==> src/rtl/opser_pkg.sv <==
`default_nettype none
// ============================================================================
// Module  : opser_pkg
// Brief   : Shared types, default parameters and helpers for operand_serializer.
// Revision: 1.0 - initial release
// ============================================================================
package opser_pkg;

    typedef enum logic [1:0] {
        IDLE = 2'd0,
        SEND = 2'd1,
        GAP  = 2'd2
    } opser_state_t;

    localparam int WIDTH   = 8;
    localparam int SLOTS   = 3;
    localparam int MIN_GAP = 1;

    function automatic logic [3:0] popcount(input logic [7:0] mask);
        logic [3:0] n;
        n = '0;
        for (int i = 0; i < 8; i++) begin
            n = n + {3'b000, mask[i]};
        end
        return n;
    endfunction

endpackage
`default_nettype wire

==> src/rtl/opser_slot_pick.sv <==
`default_nettype none
// ============================================================================
// Module  : opser_slot_pick
// Brief   : Lowest-set-bit priority encoder with a single-bit-remaining flag.
// Revision: 1.0 - initial release
// ============================================================================
module opser_slot_pick #(
    parameter int SLOTS = 3,
    parameter int IW    = (SLOTS > 1) ? $clog2(SLOTS) : 1
) (
    input  logic [SLOTS-1:0] mask,
    output logic [IW-1:0]    idx,
    output logic             is_last
);

    // Descending scan so the lowest set bit is the final assignment.
    always_comb begin
        idx = '0;
        for (int i = SLOTS - 1; i >= 0; i--) begin
            if (mask[i]) begin
                idx = IW'(i);
            end
        end
        is_last = (mask != '0) && ((mask & (mask - SLOTS'(1))) == '0);
    end

endmodule
`default_nettype wire

==> src/rtl/operand_serializer.sv <==
`default_nettype none
// ============================================================================
// Module  : operand_serializer
// Brief   : Emits the valid bytes of a parallel frame one per cycle as put/value.
// Revision: 1.0 - initial release
// ============================================================================
module operand_serializer #(
    parameter int WIDTH   = opser_pkg::WIDTH,
    parameter int SLOTS   = opser_pkg::SLOTS,
    parameter int MIN_GAP = opser_pkg::MIN_GAP,
    parameter int CW      = $clog2(SLOTS + 1)
) (
    input  logic                   clk,
    input  logic                   rst_n,
    input  logic                   load,
    input  logic [SLOTS*WIDTH-1:0] din,
    input  logic [SLOTS-1:0]       din_valid,
    input  logic                   abort,
    output logic                   ready,
    output logic                   put,
    output logic [WIDTH-1:0]       value,
    output logic [CW-1:0]          count,
    output logic                   done,
    output logic                   aborted,
    output logic                   empty_err
);
    import opser_pkg::*;

    localparam int IW = (SLOTS > 1) ? $clog2(SLOTS) : 1;
    localparam int GW = (MIN_GAP > 1) ? $clog2(MIN_GAP) : 1;

    opser_state_t             r_state;
    logic [SLOTS*WIDTH-1:0]   r_frame;
    logic [SLOTS-1:0]         r_pending;
    logic                     r_last;
    logic [GW-1:0]            r_gap;

    logic [SLOTS-1:0]         w_mask;
    logic [SLOTS-1:0]         w_rest;
    logic [IW-1:0]            w_idx;
    logic                     w_is_last;
    logic [WIDTH-1:0]         w_data;

    // The first byte is picked straight from din so it appears one cycle after load.
    assign w_mask = (r_state == IDLE) ? din_valid : r_pending;
    assign w_rest = w_mask & ~(SLOTS'(1) << w_idx);
    assign w_data = (r_state == IDLE) ? din[int'(w_idx)*WIDTH +: WIDTH]
                                      : r_frame[int'(w_idx)*WIDTH +: WIDTH];

    opser_slot_pick #(
        .SLOTS (SLOTS),
        .IW    (IW)
    ) u_pick (
        .mask    (w_mask),
        .idx     (w_idx),
        .is_last (w_is_last)
    );

    always_ff @(posedge clk or negedge rst_n) begin
        if (!rst_n) begin
            r_state   <= IDLE;
            r_frame   <= '0;
            r_pending <= '0;
            r_last    <= 1'b0;
            r_gap     <= '0;
            ready     <= 1'b1;
            put       <= 1'b0;
            value     <= '0;
            count     <= '0;
            done      <= 1'b0;
            aborted   <= 1'b0;
            empty_err <= 1'b0;
        end else begin
            done      <= 1'b0;
            aborted   <= 1'b0;
            empty_err <= 1'b0;
            case (r_state)
                IDLE: begin
                    if (load && ready) begin
                        if (din_valid != '0) begin
                            r_state   <= SEND;
                            ready     <= 1'b0;
                            r_frame   <= din;
                            r_pending <= w_rest;
                            r_last    <= w_is_last;
                            put       <= 1'b1;
                            value     <= w_data;
                            count     <= CW'(1);
                        end else begin
                            empty_err <= 1'b1;
                        end
                    end
                end
                SEND: begin
                    if (abort || r_last) begin
                        r_state   <= GAP;
                        r_pending <= '0;
                        r_last    <= 1'b0;
                        r_gap     <= GW'(MIN_GAP - 1);
                        put       <= 1'b0;
                        value     <= '0;
                        aborted   <= abort;
                        done      <= !abort;
                    end else begin
                        r_pending <= w_rest;
                        r_last    <= w_is_last;
                        value     <= w_data;
                        if (count != CW'(SLOTS)) begin
                            count <= count + CW'(1);
                        end
                    end
                end
                GAP: begin
                    if (r_gap == '0) begin
                        r_state <= IDLE;
                        ready   <= 1'b1;
                        count   <= '0;
                    end else begin
                        r_gap <= r_gap - GW'(1);
                    end
                end
                default: begin
                    r_state <= IDLE;
                    ready   <= 1'b1;
                    put     <= 1'b0;
                    value   <= '0;
                    count   <= '0;
                end
            endcase
        end
    end

endmodule
`default_nettype wire

==> config.mk <==
export PLATFORM = sky130hd
export DESIGN_NAME = operand_serializer
export DESIGN_NICKNAME = d
export VERILOG_FILES = /design/src/rtl/opser_pkg.sv /design/src/rtl/opser_slot_pick.sv /design/src/rtl/operand_serializer.sv
export SDC_FILE = /design/constraint.sdc
export NUM_CORES = 1
export LEC_CHECK = 0
export CORE_ASPECT_RATIO = 1.5
export CORE_MARGIN = 2
export CORE_UTILIZATION = 56
export CTS_CLUSTER_SIZE = 12
export DETAILED_ROUTE_END_ITERATION = 10
export GPL_ROUTABILITY_DRIVEN = 1
export HOLD_SLACK_MARGIN = 0.05
export PLACE_DENSITY = 0.85
export RECOVER_POWER = 50
export SETUP_SLACK_MARGIN = 0.3
export SYNTH_ARGS = -nofsm -noshare
export SYNTH_HDL_FRONTEND = slang
export SYNTH_SLANG_ARGS = --single-unit
==> constraint.sdc <==
create_clock -name clk -period 2.9 [get_ports clk]
set_input_delay 0.29 -clock clk [delete_from_list [all_inputs] [get_ports clk]]
set_output_delay 0.29 -clock clk [all_outputs]
set_load 0.05 [all_outputs]
==> Word-level counts from Yosys, hierarchy flattened <==
Index checks and enable logic that the tools add are counted.
{ "totals": {"out_inout_bits": 15, "input_bits": 31, "word_cells": 92, "register_bits": 46} }
{ "op_classes": {"n_eq_ne": 9, "addsub": 3, "reduce_logical": 18, "n_shift": 3, "n_mux": 42, "bitwise_logic": 5} }
{ "op_table": {"columns": ["op", "count"], "rows": [
  ["$shiftx A24 B6 Y8", 2],
  ["$mux W8", 4],
  ["$pmux W8 S3", 1],
  ["$mux W2", 9],
  ["$mux W1", 17],
  ["$mux W3", 4],
  ["$pmux W2 S3", 2],
  ["$reduce_and A4 Y1", 3],
  ["$ne A2 B2 Y1 const B", 5],
  ["$reduce_and A3 Y1", 3],
  ["$and A3 B3 Y3", 2],
  ["$pmux W1 S3", 2],
  ["$pmux W3 S2", 1],
  ["$reduce_bool A3 Y1", 2],
  ["$reduce_and A5 Y1", 1],
  ["$ne A2 B1 Y1 const B", 2],
  ["$pmux W1 S2", 2],
  ["$reduce_bool A2 Y1", 2],
  ["$logic_not A3 Y1", 1],
  ["$not A3 Y3", 1],
  ["$shl A1 B2 Y3 const A", 1],
  ["$sub A3 B1 Y3 const B", 1],
  ["$add A2 B1 Y2 const B", 1],
  ["$eq A2 B1 Y1 const B", 1],
  ["8 further kinds", 10]
]} }

==> Longest topological paths before layout <==
Gate-level depths: netlist of run 1.
{ "logic_depth": {"ltp_word": 11, "depth_mapped": 7, "mapped_depth_nobuf": 5} }

==> Hierarchy <==
Synthesis of run 1 repeated with hierarchy kept, for this count alone.
{ "unflattened": {"cells_unflattened": 199, "hier_area_um2": 2304.7} }
{ "by_module_without_submodules": {"columns": ["module", "n_inst", "seq_area_each_um2", "area_per_inst_um2", "cells_per_inst"], "rows": [
  ["operand_serializer", 1, 1127.3, 2267.2, 194],
  ["opser_slot_pick", 1, 0.0, 37.5, 5]
]} }

==> Least setup slack after synthesis of run 1 <==
Ideal clock, no wire load.
{ "synth_path": {"path_kind": "register -> register", "startpoint": "register ready", "endpoint": "register r_frame[10]", "t_required_ns": 2.775, "stages_incl_launch_ff": 5, "setup_time_ns": 0.125, "n_path_buf": 1, "arrival_time_ns": 1.602, "setup_slack_ns": 1.173, "period_less_slack_ns": 1.727, "path_cell_list": "dfstp_2 -> o311ai_4 -> nor2_4 -> buf_6 -> mux2_4"} }
{ "synth_via": {"elab_chain_len": 2} }
{ "synth_rtl": {"columns": ["item", "line", "text"], "rows": [
  ["from (decl)", "operand_serializer.sv:19", "output logic ready,"],
  ["from (signal assigned)", "operand_serializer.sv:66", "ready <= 1'b1;"],
  ["from (signal assigned)", "operand_serializer.sv:82", "ready <= 1'b0;"],
  ["from (signal assigned)", "operand_serializer.sv:116", "ready <= 1'b1;"],
  ["$logic_and A1 B1 Y1", "operand_serializer.sv:79", "if (load && ready) begin"],
  ["$reduce_and A3 Y1 (no line)", null, null],
  ["to (signal assigned)", "operand_serializer.sv:83", "r_frame <= din;"],
  ["to (decl)", "operand_serializer.sv:33", "logic [SLOTS*WIDTH-1:0] r_frame;"]
]} }
Every way passes these cells.
A chain may end at the register's enable or synchronous reset.

==> Final worst setup path of run 1 <==
{ "layout_path": {"startpoint": "register r_state[0]", "endpoint": "register value[5]"} }
{ "layout_via": {"elab_chain_len": 10, "word_cells_on_any_way": 18, "classes_between": "eq/ne: 4; shift: 2; mux: 9; bitwise: 1; reduce/logical: 2"} }
{ "layout_rtl": {"columns": ["item", "line", "text"], "rows": [
  ["from (decl)", "operand_serializer.sv:32", "opser_state_t r_state;"],
  ["from (signal assigned)", "operand_serializer.sv:61", "r_state <= IDLE;"],
  ["from (signal assigned)", "operand_serializer.sv:81", "r_state <= SEND;"],
  ["from (signal assigned)", "operand_serializer.sv:96", "r_state <= GAP;"],
  ["$logic_not A2 Y1", "operand_serializer.sv:45, operand_serializer.sv:47, operand_serializer.sv:77", null],
  ["$mux W3", "operand_serializer.sv:45", "assign w_mask = (r_state == IDLE) ? din_valid : r_pending;"],
  ["$mux W2 (3 in a row)", "opser_slot_pick.sv:20", "if (mask[i]) begin"],
  ["$shiftx A24 B6 Y8 (on tied branches)", "operand_serializer.sv:48, operand_serializer.sv:47", null],
  ["$mux W8", "operand_serializer.sv:47", "assign w_data = (r_state == IDLE) ? din[int'(w_idx)*WIDTH +: WIDTH]"],
  ["$mux W8", "operand_serializer.sv:80", "if (din_valid != '0) begin"],
  ["$mux W8", "operand_serializer.sv:79", null],
  ["$pmux W8 S3", "operand_serializer.sv:77", "case (r_state)"],
  ["to (signal assigned)", "operand_serializer.sv:87", "value <= w_data;"],
  ["to (signal assigned)", "operand_serializer.sv:107", "value <= w_data;"],
  ["to (decl)", "operand_serializer.sv:21", "output logic [WIDTH-1:0] value,"]
]} }
Several ways; a longest one is shown, not always the timed one. The select of a mux whose other input is x is not followed.

==> results.md, run 1 <==
* Outcome: finished, violations left
* Failing checks: max-capacitance violations, max-slew violations
* Slew HR at -59.6%
* Vias per cell at ~6.1
* CP Data Required Time at 3090 ps
* Setup Skew at 9.19 ps
* Count of input and output buffers at between 40 and 50
* Tot GR Track Use at 22.7%
* Layout cell share with drive strength beyond 1 at 17.7%
* Sequential element share of the synthesized area at a little under half
* TritonCTS clock tree: built
* Crit path largest cell delay at between 700 and 800 ps
* IO Count at 46
* Highest Clock Rate at 0.440 GHz
* Total negative slack at 0 ps
* Clk buf depth at 2
* Pwr Density at around 1100 nW/um^2
* WL per Instance at ~17 um
* H-tree Lvls at 2
* Vias at 1805
* Crit-path cells: or2_0 -> o221a_2 -> nand3_1 -> a32o_1
* Endpoint class of the critical path: flip-flop
* Synth cell types at 42
* Pint at 1.94 mW
* Sink of the worst hold path: value[4]$_DFFE_PN0P_
* Initial antenna violation count at 0
* Grt ovf at 0
* WP data arrival at roughly 2500 ps
* Tightest Pin Transition at between 2000 and 2500 ps
* Root buf cell: clkbuf_8
* Clk sinks at 45
* Hold buffers post-CTS at 0
* Area of the mapped netlist at 2420 um^2
* Reg power frac at 34.7%
* CP max stage cell: or2_0
* Drt total wl at 5.05 mm
* Min-delay src: value[4]$_DFFE_PN0P_
* Syn Nets at 240
* Largest net degree at the start of global routing at between 40 and 50
* Placed insts at 287
* Crit path launch type: flip-flop
* Post-place setup slack at ~620 ps
* First-pass GRT wire length at 8.56 mm
* Post-CTS Setup Inserts at 0
* Fin crit share at 78.4%
* Die area at 4880 um^2
* Reg2reg path depth at 4
* Reg-to-reg slack, setup at 630 ps
* Crit Reg-Reg Startpoint: r_state[0]$_DFFE_PN0P_
* Final hold violation count at 0
* Cell Rows at 29
* Switching Share at 41.0%
* Worst hold path cell count at 1
* Initial DRC count at 45
* Crit-path max FO at 12
* Synth Register Bits at 45
* # setup viols final at 0
* Post-synthesis cell count at 208
* Most common cell after layout, fill and taps aside: dfrtp_1
* Fill cell count at roughly 330
* Drt pass-1 iters at 4
* Clock power frac at 14.3%
* Final min period at 2270 ps
* Die Ht at approximately 85 um
* CORE AREA at 4210 um^2
* Number of buffers created by CTS at 5
* Combinational share of power at around 51%
* Die width at between 50 and 60 um
* # DRC at 0
* Ys Warns at 0
* Commonest non-fill, non-tap cells in the layout: dfrtp_1, clkdlybuf4s50_1, nand2_1, mux2_4
* Clk pin slew, worst setup/hold paths at 90 ps
* Unrepaired setup endpoints after global routing: false
* Post-route ant nets at 0
* Crit Reg-Reg Endpoint: value[5]$_DFFE_PN0P_
* Hold WS at ~500 ps
* Static Leak at 1.27 nW
* Slack of the critical path at approximately 630 ps
* HP Class: flip-flop to flip-flop
* Mean area per synthesized cell at 11.6 um^2
* Layout area overhead at 21.7%
* Antenna diode count at 0
* Net switching power at about 1.3 mW
* DPL Wire Length at between 3 and 4 mm
* Post-CTS Resized at 0
* Worst-skew pair later-pin latency at 310 ps
* Maxcap violations at 1
* Fin nets at 280
* CP Class: flip-flop to flip-flop
* Non-Filler Instances at 295
* RD Place Congestion at 0.842
* Slew Limit Fails at 46
* Vias in the first global route at 1750
* Core Util, Final at between 70% and 80%
* Initial Utilization at a little under three fifths
* Maximum vdd ir drop at 0.861 mV
## cell usage after synthesis (all sizes together)
| master | number | area share, % |
|---|---|---|
| o221ai | 1 | 0.62 |
| dfrtp | 44 | 45 |
| ha | 1 | 0.52 |
| a211oi | 16 | 5.0 |
| nand2 | 19 | 2.9 |
| nand2b | 3 | 0.78 |
| nor3 | 2 | 0.41 |
| nor2b | 1 | 0.26 |
| xor2 | 1 | 0.36 |
| clkbuf | 4 | 0.62 |
| and2 | 1 | 0.26 |
| and4 | 1 | 0.36 |
| buf | 11 | 3.7 |
| and3b | 16 | 5.8 |
| xnor2 | 1 | 0.36 |
| a32o | 8 | 3.3 |
| nand3 | 10 | 2.1 |
| a22o | 2 | 0.72 |
| o21ai | 11 | 2.3 |
| o21a | 1 | 0.31 |
| nor2 | 13 | 2.5 |
| nand3b | 1 | 0.31 |
| o221a | 1 | 0.47 |
| mux2 | 25 | 15 |
| o31ai | 1 | 0.52 |
| dfstp | 1 | 1.1 |
| o311ai | 1 | 1.1 |
| o22ai | 1 | 0.26 |
| a21oi | 1 | 0.21 |
| a21o | 1 | 0.31 |
| or2 | 1 | 0.26 |
| nor3b | 2 | 0.83 |
| o32ai | 1 | 0.67 |
| a221oi | 1 | 0.36 |
| inv | 3 | 0.47 |
## power by group through the flow
stage | clock [mW] | sequential, mW | combinational (mW)
floorplan | 0 | 1.31 | 1.13
global placement | 0 | 1.14 | 1.63
detailed placement | 0 | 1.15 | 1.67
CTS | 0.473 | 1.14 | 1.69
global route | 0.501 | 1.17 | 1.81
finish | 0.470 | 1.14 | 1.68
## metrics by stage
step | cell area, um^2 | total power, mW
floorplan | 2420 | 2.44
global placement | 2840 | 2.77
detailed placement | 2840 | 2.82
CTS | 2950 | 3.30
global route | 2950 | 3.49
finish | 2950 | 3.29
## critical path: cells and delay by family, from the launching register on
| family | cells | cell delay (ps) |
|---|---|---|
| AO/OA/AOI/OAI | 2 | 710 |
| AND/OR/NAND/NOR | 2 | 870 |
| flip-flops | 1 | 580 |
## sequential cells by signal, indices dropped and copies added (netlist names)
signal,cells
r_frame,24
value,8
r_pending,3
count,2
r_state,2
aborted,1
done,1
empty_err,1
put,1
r_last,1
ready,1
## cells by family (layout without fill, tap and decap cells)
logic type | after synthesis | after routing | share of synthesized area (%)
xor+xnor | 2 | 2 | 0.724
fa+ha+maj | 1 | 1 | 0.517
compound gates | 47 | 47 | 16.1
simple gates | 70 | 70 | 16.8
flops | 45 | 45 | 46.6
buf+inv | 18 | 59 | 4.75
mux | 25 | 25 | 14.6
## worst max-delay path by stage
stage | startpoint | end | slack (ps) | cells after the start
detailed placement | din_valid[0] | r_frame[23]$_DFFE_PN0P_ | 620 | 5
finish | r_state[0]$_DFFE_PN0P_ | value[5]$_DFFE_PN0P_ | 630 | 4
floorplan | ready$_DFFE_PN1P_ | r_frame[10]$_DFFE_PN0P_ | 1170 | 4
global route | rst_n | count[0]$_DFFE_PN0P_ | 350 | 1
CTS | r_state[0]$_DFFE_PN0P_ | value[5]$_DFFE_PN0P_ | 630 | 4
global placement | din_valid[0] | r_frame[0]$_DFFE_PN0P_ | 650 | 5
## layout make-up
class	instances	area (um^2)	area share, %
clock inverter	2	35.0	1.19
sequential	45	1130	38.3
clock buffer	6	72.6	2.46
inverter	3	11.3	0.382
multi-input combinational	145	1180	39.9
timing repair buffer	48	467	15.8
tap	46	57.6	1.95
## routing by layer
layer	share of wire [%]	global-route usage [%]	routed length [um]
met2	50	35.6	2550
met3	4.5	4.93	225
met5	0	0	0
met4	1.8	8.46	93
met1	43	30.5	2180
Note: power is estimated with default switching activity, not from simulation.
==> run 2: changes to the inputs <==
Settings changed: CORE_UTILIZATION 56 to 47, PLACE_DENSITY 0.85 to 0.76.
Clock period 2.9 ns to 2 ns, I/O delays scaled along.
==> run 2 against run 1 <==
  * The flow now finishes without violations
  * Utilization is 6.0 points lower
  * Critical endpoint is now value[0]
  * Setup slack worse by 300 ps
  * Critical path depth decreased by 3
  * Critical path type is now flip-flop to output pin
  * Global-route usage fell by 2.0 points
==> results.md, run 2 (synthesis results as in run 1) <==
* Largest regs: r_frame (24), value (8), r_pending (3)
* Clk pin slew, worst setup/hold paths at 80 ps (about the same)
* Met1 Usage GRT at 26.9% (-3.6 points)
* Root buf cell: clkbuf_8
* Setup Skew at 15.9 ps (+6.72 ps)
* Post-place setup slack at -205 ps (-823 ps)
* HP Class: flip-flop to flip-flop
* Die area at 5750 um^2 (+18%)
* CP Class: flip-flop to output pin
* WP data arrival at 1470 ps (-990 ps)
* Final min period at 1670 ps
* Fin crit share at 83.4%
* Initial DRC count at 64 (+42%)
* Setup crit start: value[0]$_DFFE_PN0P_
* Crit-path cells: clkdlybuf4s50_1
* Largest register FFs at 24 (unchanged)
* Crit path launch type: flip-flop
* Antenna diode count at 0 (unchanged)
* Met2 Use GR at 35.0% (-0.60 points)
* Crit-path max FO at 2 (-10)
* CP top delay family: buffers and inverters
* Non-Filler Instances at 336 (+14%)
* WL per Instance at 16.7 um (-2.2%)
* Unrepaired setup endpoints after global routing: true
* RD Place Congestion at 0.804 (-4.5%)
* Worst Setup EP: value[0]
* # setup viols final at 0 (unchanged)
* Commonest non-fill, non-tap cells in the layout: dfrtp_1, clkdlybuf4s50_1, nand2_1, mux2_4
* Worst-skew pair later-pin latency at 300 ps (about the same)
* Drt pass-1 iters at 4 (unchanged)
* Largest net degree at the start of global routing at 46 (unchanged)
* DPL Wire Length at 3.59 mm (+3.8%)
* Vias in the first global route at 1897 (+8.4%)
* Grt ovf at 0 (unchanged)
* Drt total wl at 5.62 mm (+11%)
* Die width at 62.6 um (+8.5%)
* Crit Reg-Reg Endpoint: value[4]$_DFFE_PN0P_
* Slack of the critical path at 332 ps (-295 ps)
* Final hold violation count at 0 (unchanged)
* Clk buf depth at 2 (unchanged)
* Maximum vdd ir drop at 0.662 mV (-23%)
* Die Ht at 91.9 um (+8.7%)
* Post-route ant nets at 0 (unchanged)
* Slew Limit Fails at 0 (-100%)
* Tightest Pin Transition at 1090 ps (-1300 ps)
* CP Depth at 1 (-3)
* Most common cell after layout, fill and taps aside: dfrtp_1
* Pwr Density at 1610 nW/um^2 (+44%)
* Layout area overhead at 33.4%
* Crit Reg-Reg Startpoint: r_state[1]$_DFFE_PN0P_
* Count of input and output buffers at 45 (unchanged)
* Layout cell share with drive strength beyond 1 at 28.4% (+11 points)
* Endpoint class of the critical path: output pin
* Critical path buffers and inverters at 1 (+1)
* Reg-to-reg slack, setup at 340 ps (-290 ps)
* Design area at 3230 um^2 (+9.6%)
* Crit path largest cell delay at 810 ps (+60 ps)
* Highest Clock Rate at 0.600 GHz
* Cell Rows at 32 (+10%)
* Reg2reg path depth at 5 (+1)
* Clk sinks at 45 (unchanged)
* IO Count at 46 (unchanged)
* Total negative slack at 0 ps (unchanged)
* Number of buffers created by CTS at 5 (unchanged)
* First-pass GRT wire length at 9.36 mm (+9.4%)
* Initial antenna violation count at 0 (unchanged)
* Reg with most FFs: r_frame
* Gr busiest metal: met2
* Outcome: completed
* Static Leak at 1.45 nW (+14%)
* Tot GR Track Use at 20.7% (-2.0 points)
* Slew HR at 27.1% (+87 points)
* # DRC at 0 (unchanged)
* Initial Utilization at 48.0% (-9.5 points)
* Vias per cell at 5.57 (-8.9%)
* Post-Place Cell Area at 2930 um^2 (+2.9%)
* H-tree Lvls at 2 (unchanged)
* M3 GR Usage at 2.94% (-2.0 points)
* Vias at 1872 (+3.7%)
* CORE AREA at 5040 um^2 (+20%)
* TritonCTS clock tree: built
* CP Data Required Time at 1800 ps (-1290 ps)
* Maxcap violations at 0 (-1)
* CP max stage cell: clkdlybuf4s50_1
* Fin nets at 299 (+6.8%)
* Placed insts at 316 (+10%)
-- run 2: cell types whose count changed in the layout (fill, tap and decap cells not counted), sizes merged --
cell and change:
dlymetal6s2s +3, nor2 +1, clkinvlp +1, buf +17, clkbuf +3, clkdlybuf4s50 -9, dlygate4sd2 +3
-- run 2: report_power, final --
group | switching, mW | leakage [nW] | internal [mW] | total (mW)
registers | 0.281 | 0.552 | 1.33 | 1.62
clock network | 0.331 | 0.0543 | 0.374 | 0.706
logic | 1.53 | 0.843 | 1.35 | 2.88
total | 2.14 | 1.45 | 3.06 | 5.21
-- run 2: worst min-delay path by stage --
stage | start | end | slack [ps] | cells past startpoint
global route | r_frame[8]$_DFFE_PN0P_ | r_frame[8]$_DFFE_PN0P_ | 530 | 1
global placement | rst_n | r_frame[10]$_DFFE_PN0P_ | 310 | 2
detailed placement | rst_n | r_frame[3]$_DFFE_PN0P_ | 320 | 2
finish | value[1]$_DFFE_PN0P_ | value[1]$_DFFE_PN0P_ | 510 | 1
CTS | value[0]$_DFFE_PN0P_ | value[0]$_DFFE_PN0P_ | 510 | 1
floorplan | rst_n | aborted$_DFF_PN0_ | -100 | 0
-- run 2: stage by stage --
stage | total power, mW | utilization [%] | hold slack (ps)
2_1_floorplan | 3.54 | - | -95.6
3_3_place_gp | 4.08 | 58.0 | 313
3_5_place_dp | 4.15 | 58.0 | 316
4_1_cts | 5.08 | 62.8 | 506
5_1_grt | 5.50 | 64.0 | 530
6_report | 5.21 | 64.0 | 507
-- run 2: timing repair --
action                                 4_1_cts  5_1_grt
endpoints found under the hold margin       44        0
pin swaps                                    3        5
resized for setup                           18       23
setup endpoints to repair                   40       17
cloned                                       1        0
hold buffers                                 1        0
buffers inserted                             6        4
-- run 2: layout make-up --
type / count / area (um^2)
repair buffers: 66 / 624
multi-input cells: 146 / 1260
clock buffers: 5 / 68.8
well taps: 68 / 85.1
clock inverters: 3 / 46.3
flip-flops and latches: 45 / 1130
inverters: 3 / 11.3
fillers: 421 / 1820
-- run 2: metal layers --
layer	share of wire, %	vias up
li1	-	882
met1	43	928
met2	51	55
met3	3.9	7
met4	1.6	0
met5	0	-
